[src/rtl/snake_pkg.sv]
// Shared definitions for the snake game-state engine: directions, FSM states
// and 16x16 board cell arithmetic. A cell address is {x[3:0], y[3:0]}.
package snake_pkg;

   localparam logic [1:0] DIR_UP    = 2'b00;
   localparam logic [1:0] DIR_DOWN  = 2'b01;
   localparam logic [1:0] DIR_LEFT  = 2'b10;
   localparam logic [1:0] DIR_RIGHT = 2'b11;

   typedef enum logic [2:0] {
      ST_INIT,
      ST_IDLE,
      ST_MOVE,
      ST_COMMIT,
      ST_DEAD
   } state_t;

   function automatic logic [3:0] cell_x(input logic [7:0] addr);
      return addr[7:4];
   endfunction

   function automatic logic [3:0] cell_y(input logic [7:0] addr);
      return addr[3:0];
   endfunction

   function automatic logic [7:0] cell_xy(input logic [3:0] x, input logic [3:0] y);
      return {x, y};
   endfunction

   // Opposite directions share bit 1 and differ in bit 0.
   function automatic logic is_reverse(input logic [1:0] a, input logic [1:0] b);
      return (a[1] == b[1]) && (a[0] != b[0]);
   endfunction

   function automatic logic [7:0] cell_next(input logic [7:0] addr, input logic [1:0] dir);
      logic [3:0] x;
      logic [3:0] y;
      x = cell_x(addr);
      y = cell_y(addr);
      case (dir)
         DIR_UP:   y = y - 4'd1;
         DIR_DOWN: y = y + 4'd1;
         DIR_LEFT: x = x - 4'd1;
         default:  x = x + 4'd1;
      endcase
      return cell_xy(x, y);
   endfunction

endpackage

[src/rtl/snake_body_fifo.sv]
// Circular buffer holding the snake body, tail at the read pointer.
// Push and pop in the same cycle keep the count unchanged, also when full.
module snake_body_fifo #(
   parameter int MAX_LEN = 64
) (
   input  logic                       clk,
   input  logic                       rst,
   input  logic                       i_push,
   input  logic                       i_pop,
   input  logic [7:0]                 i_data,
   output logic [7:0]                 o_tail_q,
   output logic [$clog2(MAX_LEN):0]   o_count
);

   localparam int PW = $clog2(MAX_LEN);

   logic [7:0]    r_mem [MAX_LEN];
   logic [PW-1:0] r_wr_ptr;
   logic [PW-1:0] r_rd_ptr;
   logic [PW:0]   r_count;

   always_ff @(posedge clk or posedge rst) begin
      if (rst) begin
         r_wr_ptr <= '0;
         r_rd_ptr <= '0;
         r_count  <= '0;
      end else begin
         if (i_push) r_wr_ptr <= r_wr_ptr + PW'(1);
         if (i_pop)  r_rd_ptr <= r_rd_ptr + PW'(1);
         if (i_push && !i_pop)      r_count <= r_count + (PW+1)'(1);
         else if (i_pop && !i_push) r_count <= r_count - (PW+1)'(1);
      end
   end

   always_ff @(posedge clk) begin
      if (i_push) r_mem[r_wr_ptr] <= i_data;
   end

   assign o_tail_q = r_mem[r_rd_ptr];
   assign o_count  = r_count;

endmodule

[src/rtl/snake_map_engine.sv]
// Snake game-state engine: occupancy map, food register, move/grow/collide
// FSM and the display's registered per-tile lookup port.
//
// state  | meaning
// INIT   | lay down the 3-cell starting body, one cell per cycle
// IDLE   | wait for step; accept food loads onto free cells
// MOVE   | resolve direction, next head, eat and hit
// COMMIT | apply the move, or die
// DEAD   | frozen until reset
module snake_map_engine #(
   parameter int          MAX_LEN    = 64,
   parameter logic [7:0]  START_CELL = 8'h88
) (
   input  logic        clk,
   input  logic        rst,
   input  logic        step,
   input  logic [1:0]  dir,
   input  logic        food_load,
   input  logic [7:0]  food_addr,
   input  logic [7:0]  rd_addr,
   output logic        rd_type,
   output logic [7:0]  head_addr,
   output logic [8:0]  len,
   output logic        busy,
   output logic        grow_ev,
   output logic        dead
);

   import snake_pkg::*;

   localparam int CW = $clog2(MAX_LEN) + 1;

   state_t         r_state;
   state_t         w_state_nxt;
   logic [255:0]   r_map;
   logic [1:0]     r_cur_dir;
   logic [1:0]     r_init_cnt;
   logic [7:0]     r_food_addr;
   logic           r_food_valid;
   logic [7:0]     r_head;
   logic [7:0]     r_next_head;
   logic           r_eat;
   logic           r_hit;
   logic           r_dead;
   logic           r_grow_ev;
   logic           r_rd_type;

   logic [3:0]     w_init_x;
   logic [7:0]     w_init_cell;
   logic [1:0]     w_dir_eff;
   logic [7:0]     w_next_head;
   logic           w_eat;
   logic           w_hit;
   logic           w_full;
   logic           w_food_ok;
   logic           w_push;
   logic           w_pop;
   logic [7:0]     w_push_data;
   logic [7:0]     w_tail;
   logic [CW-1:0]  w_count;

   snake_body_fifo #(.MAX_LEN(MAX_LEN)) u_body (
      .clk      (clk),
      .rst      (rst),
      .i_push   (w_push),
      .i_pop    (w_pop),
      .i_data   (w_push_data),
      .o_tail_q (w_tail),
      .o_count  (w_count)
   );

   assign w_init_x    = cell_x(START_CELL) - 4'd2 + {2'b00, r_init_cnt};
   assign w_init_cell = cell_xy(w_init_x, cell_y(START_CELL));
   assign w_dir_eff   = is_reverse(dir, r_cur_dir) ? r_cur_dir : dir;
   assign w_next_head = cell_next(r_head, w_dir_eff);
   assign w_eat       = r_food_valid && (w_next_head == r_food_addr);
   // The tail cell is vacated this move unless the snake grows.
   assign w_hit       = r_map[w_next_head] && !((w_next_head == w_tail) && !w_eat);
   assign w_full      = (w_count == CW'(MAX_LEN));
   assign w_food_ok   = food_load && !r_map[food_addr];

   always_ff @(posedge clk or posedge rst) begin
      if (rst) r_state <= ST_INIT;
      else     r_state <= w_state_nxt;
   end

   always_comb begin
      w_state_nxt = r_state;
      w_push      = 1'b0;
      w_pop       = 1'b0;
      w_push_data = w_init_cell;
      case (r_state)
         ST_INIT: begin
            w_push = 1'b1;
            if (r_init_cnt == 2'd2) w_state_nxt = ST_IDLE;
         end
         ST_IDLE: begin
            if (step) w_state_nxt = ST_MOVE;
         end
         ST_MOVE: begin
            w_state_nxt = ST_COMMIT;
         end
         ST_COMMIT: begin
            if (r_hit) begin
               w_state_nxt = ST_DEAD;
            end else begin
               w_push      = 1'b1;
               w_push_data = r_next_head;
               w_pop       = !r_eat || w_full;
               w_state_nxt = ST_IDLE;
            end
         end
         ST_DEAD: begin
            w_state_nxt = ST_DEAD;
         end
         default: begin
            w_state_nxt = ST_INIT;
         end
      endcase
   end

   always_ff @(posedge clk or posedge rst) begin
      if (rst) begin
         r_map        <= '0;
         r_cur_dir    <= DIR_RIGHT;
         r_init_cnt   <= '0;
         r_food_addr  <= '0;
         r_food_valid <= 1'b0;
         r_head       <= START_CELL;
         r_next_head  <= '0;
         r_eat        <= 1'b0;
         r_hit        <= 1'b0;
         r_dead       <= 1'b0;
         r_grow_ev    <= 1'b0;
         r_rd_type    <= 1'b0;
      end else begin
         r_grow_ev <= 1'b0;
         r_rd_type <= r_map[rd_addr] | (r_food_valid & (rd_addr == r_food_addr));
         case (r_state)
            ST_INIT: begin
               r_map[w_init_cell] <= 1'b1;
               r_init_cnt         <= r_init_cnt + 2'd1;
            end
            ST_IDLE: begin
               if (!step && w_food_ok) begin
                  r_food_addr  <= food_addr;
                  r_food_valid <= 1'b1;
               end
            end
            ST_MOVE: begin
               r_cur_dir   <= w_dir_eff;
               r_next_head <= w_next_head;
               r_eat       <= w_eat;
               r_hit       <= w_hit;
            end
            ST_COMMIT: begin
               if (r_hit) begin
                  r_dead <= 1'b1;
               end else begin
                  // Clear before set so a head entering the old tail cell stays marked.
                  if (w_pop) r_map[w_tail] <= 1'b0;
                  r_map[r_next_head] <= 1'b1;
                  r_head             <= r_next_head;
                  if (r_eat) begin
                     r_grow_ev    <= 1'b1;
                     r_food_valid <= 1'b0;
                  end
               end
            end
            default: begin
            end
         endcase
      end
   end

   assign rd_type   = r_rd_type;
   assign head_addr = r_head;
   assign len       = 9'(w_count);
   assign busy      = (r_state != ST_IDLE);
   assign grow_ev   = r_grow_ev;
   assign dead      = r_dead;

endmodule

[config.mk]
export PLATFORM = sky130hd
export DESIGN_NAME = snake_map_engine
export DESIGN_NICKNAME = d
export VERILOG_FILES = /design/src/rtl/snake_pkg.sv /design/src/rtl/snake_body_fifo.sv /design/src/rtl/snake_map_engine.sv
export SDC_FILE = /design/constraint.sdc
export NUM_CORES = 2
export LEC_CHECK = 0
export CORE_MARGIN = 2
export CORE_UTILIZATION = 31
export DETAILED_ROUTE_END_ITERATION = 10
export PLACE_DENSITY = 0.41
export RECOVER_POWER = 50
export SYNTH_ARGS = -nofsm -noshare
export SYNTH_HDL_FRONTEND = slang
export SYNTH_SLANG_ARGS = --single-unit
export TNS_END_PERCENT = 30
[constraint.sdc]
create_clock -name clk -period 34 [get_ports clk]
set_input_delay 6.8 -clock clk [delete_from_list [all_inputs] [get_ports clk]]
set_output_delay 6.8 -clock clk [all_outputs]
set_load 0.03 [all_outputs]
==> impl_results.md <==
* Critical path fanouts, max at 37
* Die area at between 100000 and 150000 sq um
* Pwr Density at 48.3 nW/um^2
* Die extent in y at 361 um
* Crit-path max cell delay at 0.65 ns
* Cts hold-fix bufs at 0
* Core box area at around 130000 sq um
* Post-cts gate resize count at 0
* Vias in the first global route at 25800
* Initial antenna violation count at 1
* Footprint of the multi-input gates at 15400 sq um
* Setup bufs post-CTS at 0
* Final setup fails at 0
* Unrepaired setup endpoints after global routing: no
* Count of cell types in the netlist at 80
* Syn_area_per_cell at about 15 sq um
* WS Path Type: in2reg
* Drt pass-1 iters at 7
* Path depth of the worst reg2reg path at 11
* Ys flop type: edfxtp_1
* Drt drc at 0
* Post-synth EDFFs at roughly 500
* Register area at 23200 sq um
* Placed Cells at 4172
* Port bufs at 40
* Slew HR at -1.34
* Tcrit/Tclk final at 0.339
* Synth area leaders: edfxtp_1 (39%), mux4_2 (21%), dfrtp_1 (20%)
* CP required at 34.56 ns
* Clock latency on the worst-skew pair at roughly 0.72 ns
* Worst min-delay path category: reg2reg
* Setup TNS at 0 ns
* Final Power at approximately 2200 uW
* Yosys top cell area share at 0.389
* Post-synth top cells: edfxtp_1 (512), o21ai_0 (494), mux4_2 (361)
* Fin crit period at about 12 ns
* Routed Antenna Nets at 0
* Critical path endpoint category: register
* Worst-margin pin slew at 3.51 ns
* CTS tree: built
* Final Skew at ~0.039 ns
* Critical-path top delay cell: buf_4
* Startpoint types: input pin
* FP Rows at 130
* Leak Pwr at between 0.015 and 0.02 uW
* H-tree Lvls at 3
* Nets at 2665
* Gp weighted congestion at roughly 0.87
* Post-Syn Area at 39500 sq um
* Worst VDD drop at between 40 and 50 uV
* Die X-Extent at about 360 um
* Starting Density at 0.313
* P&R area growth vs syn at 13.7%
* Global-route wire length before repair at 199000 um
* Synth Register Bits at about 820
* CP Cell Sequence: clkdlybuf4s50_1 -> buf_4 -> xor2_1 -> mux2i_1 -> or2_2 -> inv_1 -> fa_1 -> mux2_4 -> buf_4 -> mux4_2 -> mux4_2 -> mux2i_1 -> o21ai_0 -> o22ai_1 -> o41ai_1
* Clk root buf: clkbuf_16
* Fillers at 11900
* Total vias in the final route at about 26000
* DP HPWL at roughly 88000 um
* Clock Tree Buf Depth at 3
* Via/cell ratio at approximately 6
* Grt ovf at 0
* Synth area leader: edfxtp_1
* I/O pins at between 40 and 50
* Result of the run: complete, but fails checks
* Fmax at 86.8 MHz
* Area after DPL at ~42000 sq um
* Slew Limit Fails at between 500 and 600
* Finished Cell Area at between 40000 and 50000 sq um
* Cell depth of the worst hold path at 2
* YS warnings at 0
* Total Wirelength at between 100000 and 150000 um
* Mapped Cells at roughly 2600
* Clock-pin slew on the worst setup and hold paths at about 0.06 ns
* Final hold slack at approximately 0.47 ns
* Maxcap violations at 10
* Fin cells at 4357
* Global-route usage over all layers at 0.215
* Seq/Total Area, Yosys at 0.587
* CTS Sinks at ~800
* Failing checks: max-capacitance violations, max-slew violations
* DR WL/cell at ~32 um
* Cts bufs inserted at 97
* Post-synthesis async set-or-reset flop share at 0.379
* Most frequent cell after synthesis: edfxtp_1
* Pin count of the biggest net entering global routing at 126
* Share of cells above drive strength 1 at 0.231
* Drt initial violations at around 2900
* Worst Path Arrival at approximately 12 ns
* Fin. Hold Viols at 0
==> worst paths after layout <==
| check | startpoint | to | slack (ns) |
|---|---|---|---|
| worst max-delay path | dir[1] | r_hit | 22.48 |
| worst min-delay path | r_cur_dir[1] | r_cur_dir[1] | 0.47 |
| worst max register to register | u_body.r_rd_ptr[0] | r_map[169] | 25.82 |
| worst min register to register | r_cur_dir[1] | r_cur_dir[1] | 0.47 |
| max in group asynchronous | rst | rd_type | 25.66 |
| min in group asynchronous | rst | r_map[117] | 6.68 |
==> cells in the final DEF (no fill, tap or decap), drive strengths merged, types with 9 or more instances in the layout <==
cell type	Yosys	layout
dfrtp	308	308
mux4	365	365
nor3	10	10
nand2b	18	18
ha	19	19
nand2	117	117
a22oi	27	27
xor2	26	26
nand3b	13	13
o22ai	16	16
o21ai	527	527
mux2	18	18
clkinv	3	47
or2	12	12
inv	18	18
buf	66	60
nor2	104	104
xnor2	31	31
edfxtp	512	512
nor2b	19	19
clkdlybuf4s50	0	34
and2	13	13
clkbuf	135	140
a31oi	9	9
a21oi	23	23
nand3	43	43
a21o	9	9
mux2i	56	56
==> registers in the layout, indices dropped and copies added (netlist names) <==
name,count
u_body.r_mem,512
r_map,256
head_addr,8
r_food_addr,8
r_next_head,8
u_body.o_count,7
u_body.r_rd_ptr,6
u_body.r_wr_ptr,6
r_state,3
r_cur_dir,2
r_init_cnt,2
dead,1
grow_ev,1
r_eat,1
r_food_valid,1
r_hit,1
rd_type,1
==> power by group <==
part           switching (uW)  internal, uW
combinational            36.3          18.0
clock                     442           616
sequential              0.748          1060
total                     479          1690
==> layer usage <==
metal,wire [um],vias up,part of all wire,track usage
li1,-,10400,-,-
met1,57400,13700,0.41,0.281
met2,67500,1167,0.48,0.351
met3,9640,291,0.069,0.0480
met4,5690,4,0.041,0.0765
met5,27,-,0.00019,0
==> cell families (layout without fill, tap and decap cells) <==
kind of cell,count (synthesis),after routing,synth area share
buffers and inverters,222,309,0.0237
flip-flops,824,824,0.587
adder cells (fa/ha/maj),22,22,0.00754
other,1,5,0.0000950
multiplexers,439,439,0.228
XOR/XNOR,57,57,0.0128
AO/OA/AOI/OAI,660,660,0.0920
AND/OR/NAND/NOR,391,391,0.0484
==> critical path, delay by kind of cell <==
| family | cells | cell delay, ns |
|---|---|---|
| AO/OA/AOI/OAI | 3 | 0.53 |
| XOR/XNOR | 1 | 0.21 |
| adder cells (fa/ha/maj) | 1 | 0.48 |
| buffers and inverters | 4 | 1.45 |
| multiplexers | 5 | 2.28 |
| AND/OR/NAND/NOR | 1 | 0.22 |
==> stage by stage <==
step,utilization,worst slack [ns]
after global routing,0.356,22.27
after global placement,0.331,21.87
after floorplan,-,18.58
final,0.356,22.48
after CTS,0.357,22.57
after detailed placement,0.331,21.80
==> layout make-up <==
type | count | area share
antenna | 3 | 0.000167
clock buffer | 128 | 0.0593
clock inverter | 54 | 0.0133
inverter | 21 | 0.00192
multi-input combinational | 1571 | 0.344
sequential | 824 | 0.517
tap | 1650 | 0.0460
timing repair buffer | 106 | 0.0185
Note: power is estimated with default switching activity, not from simulation.
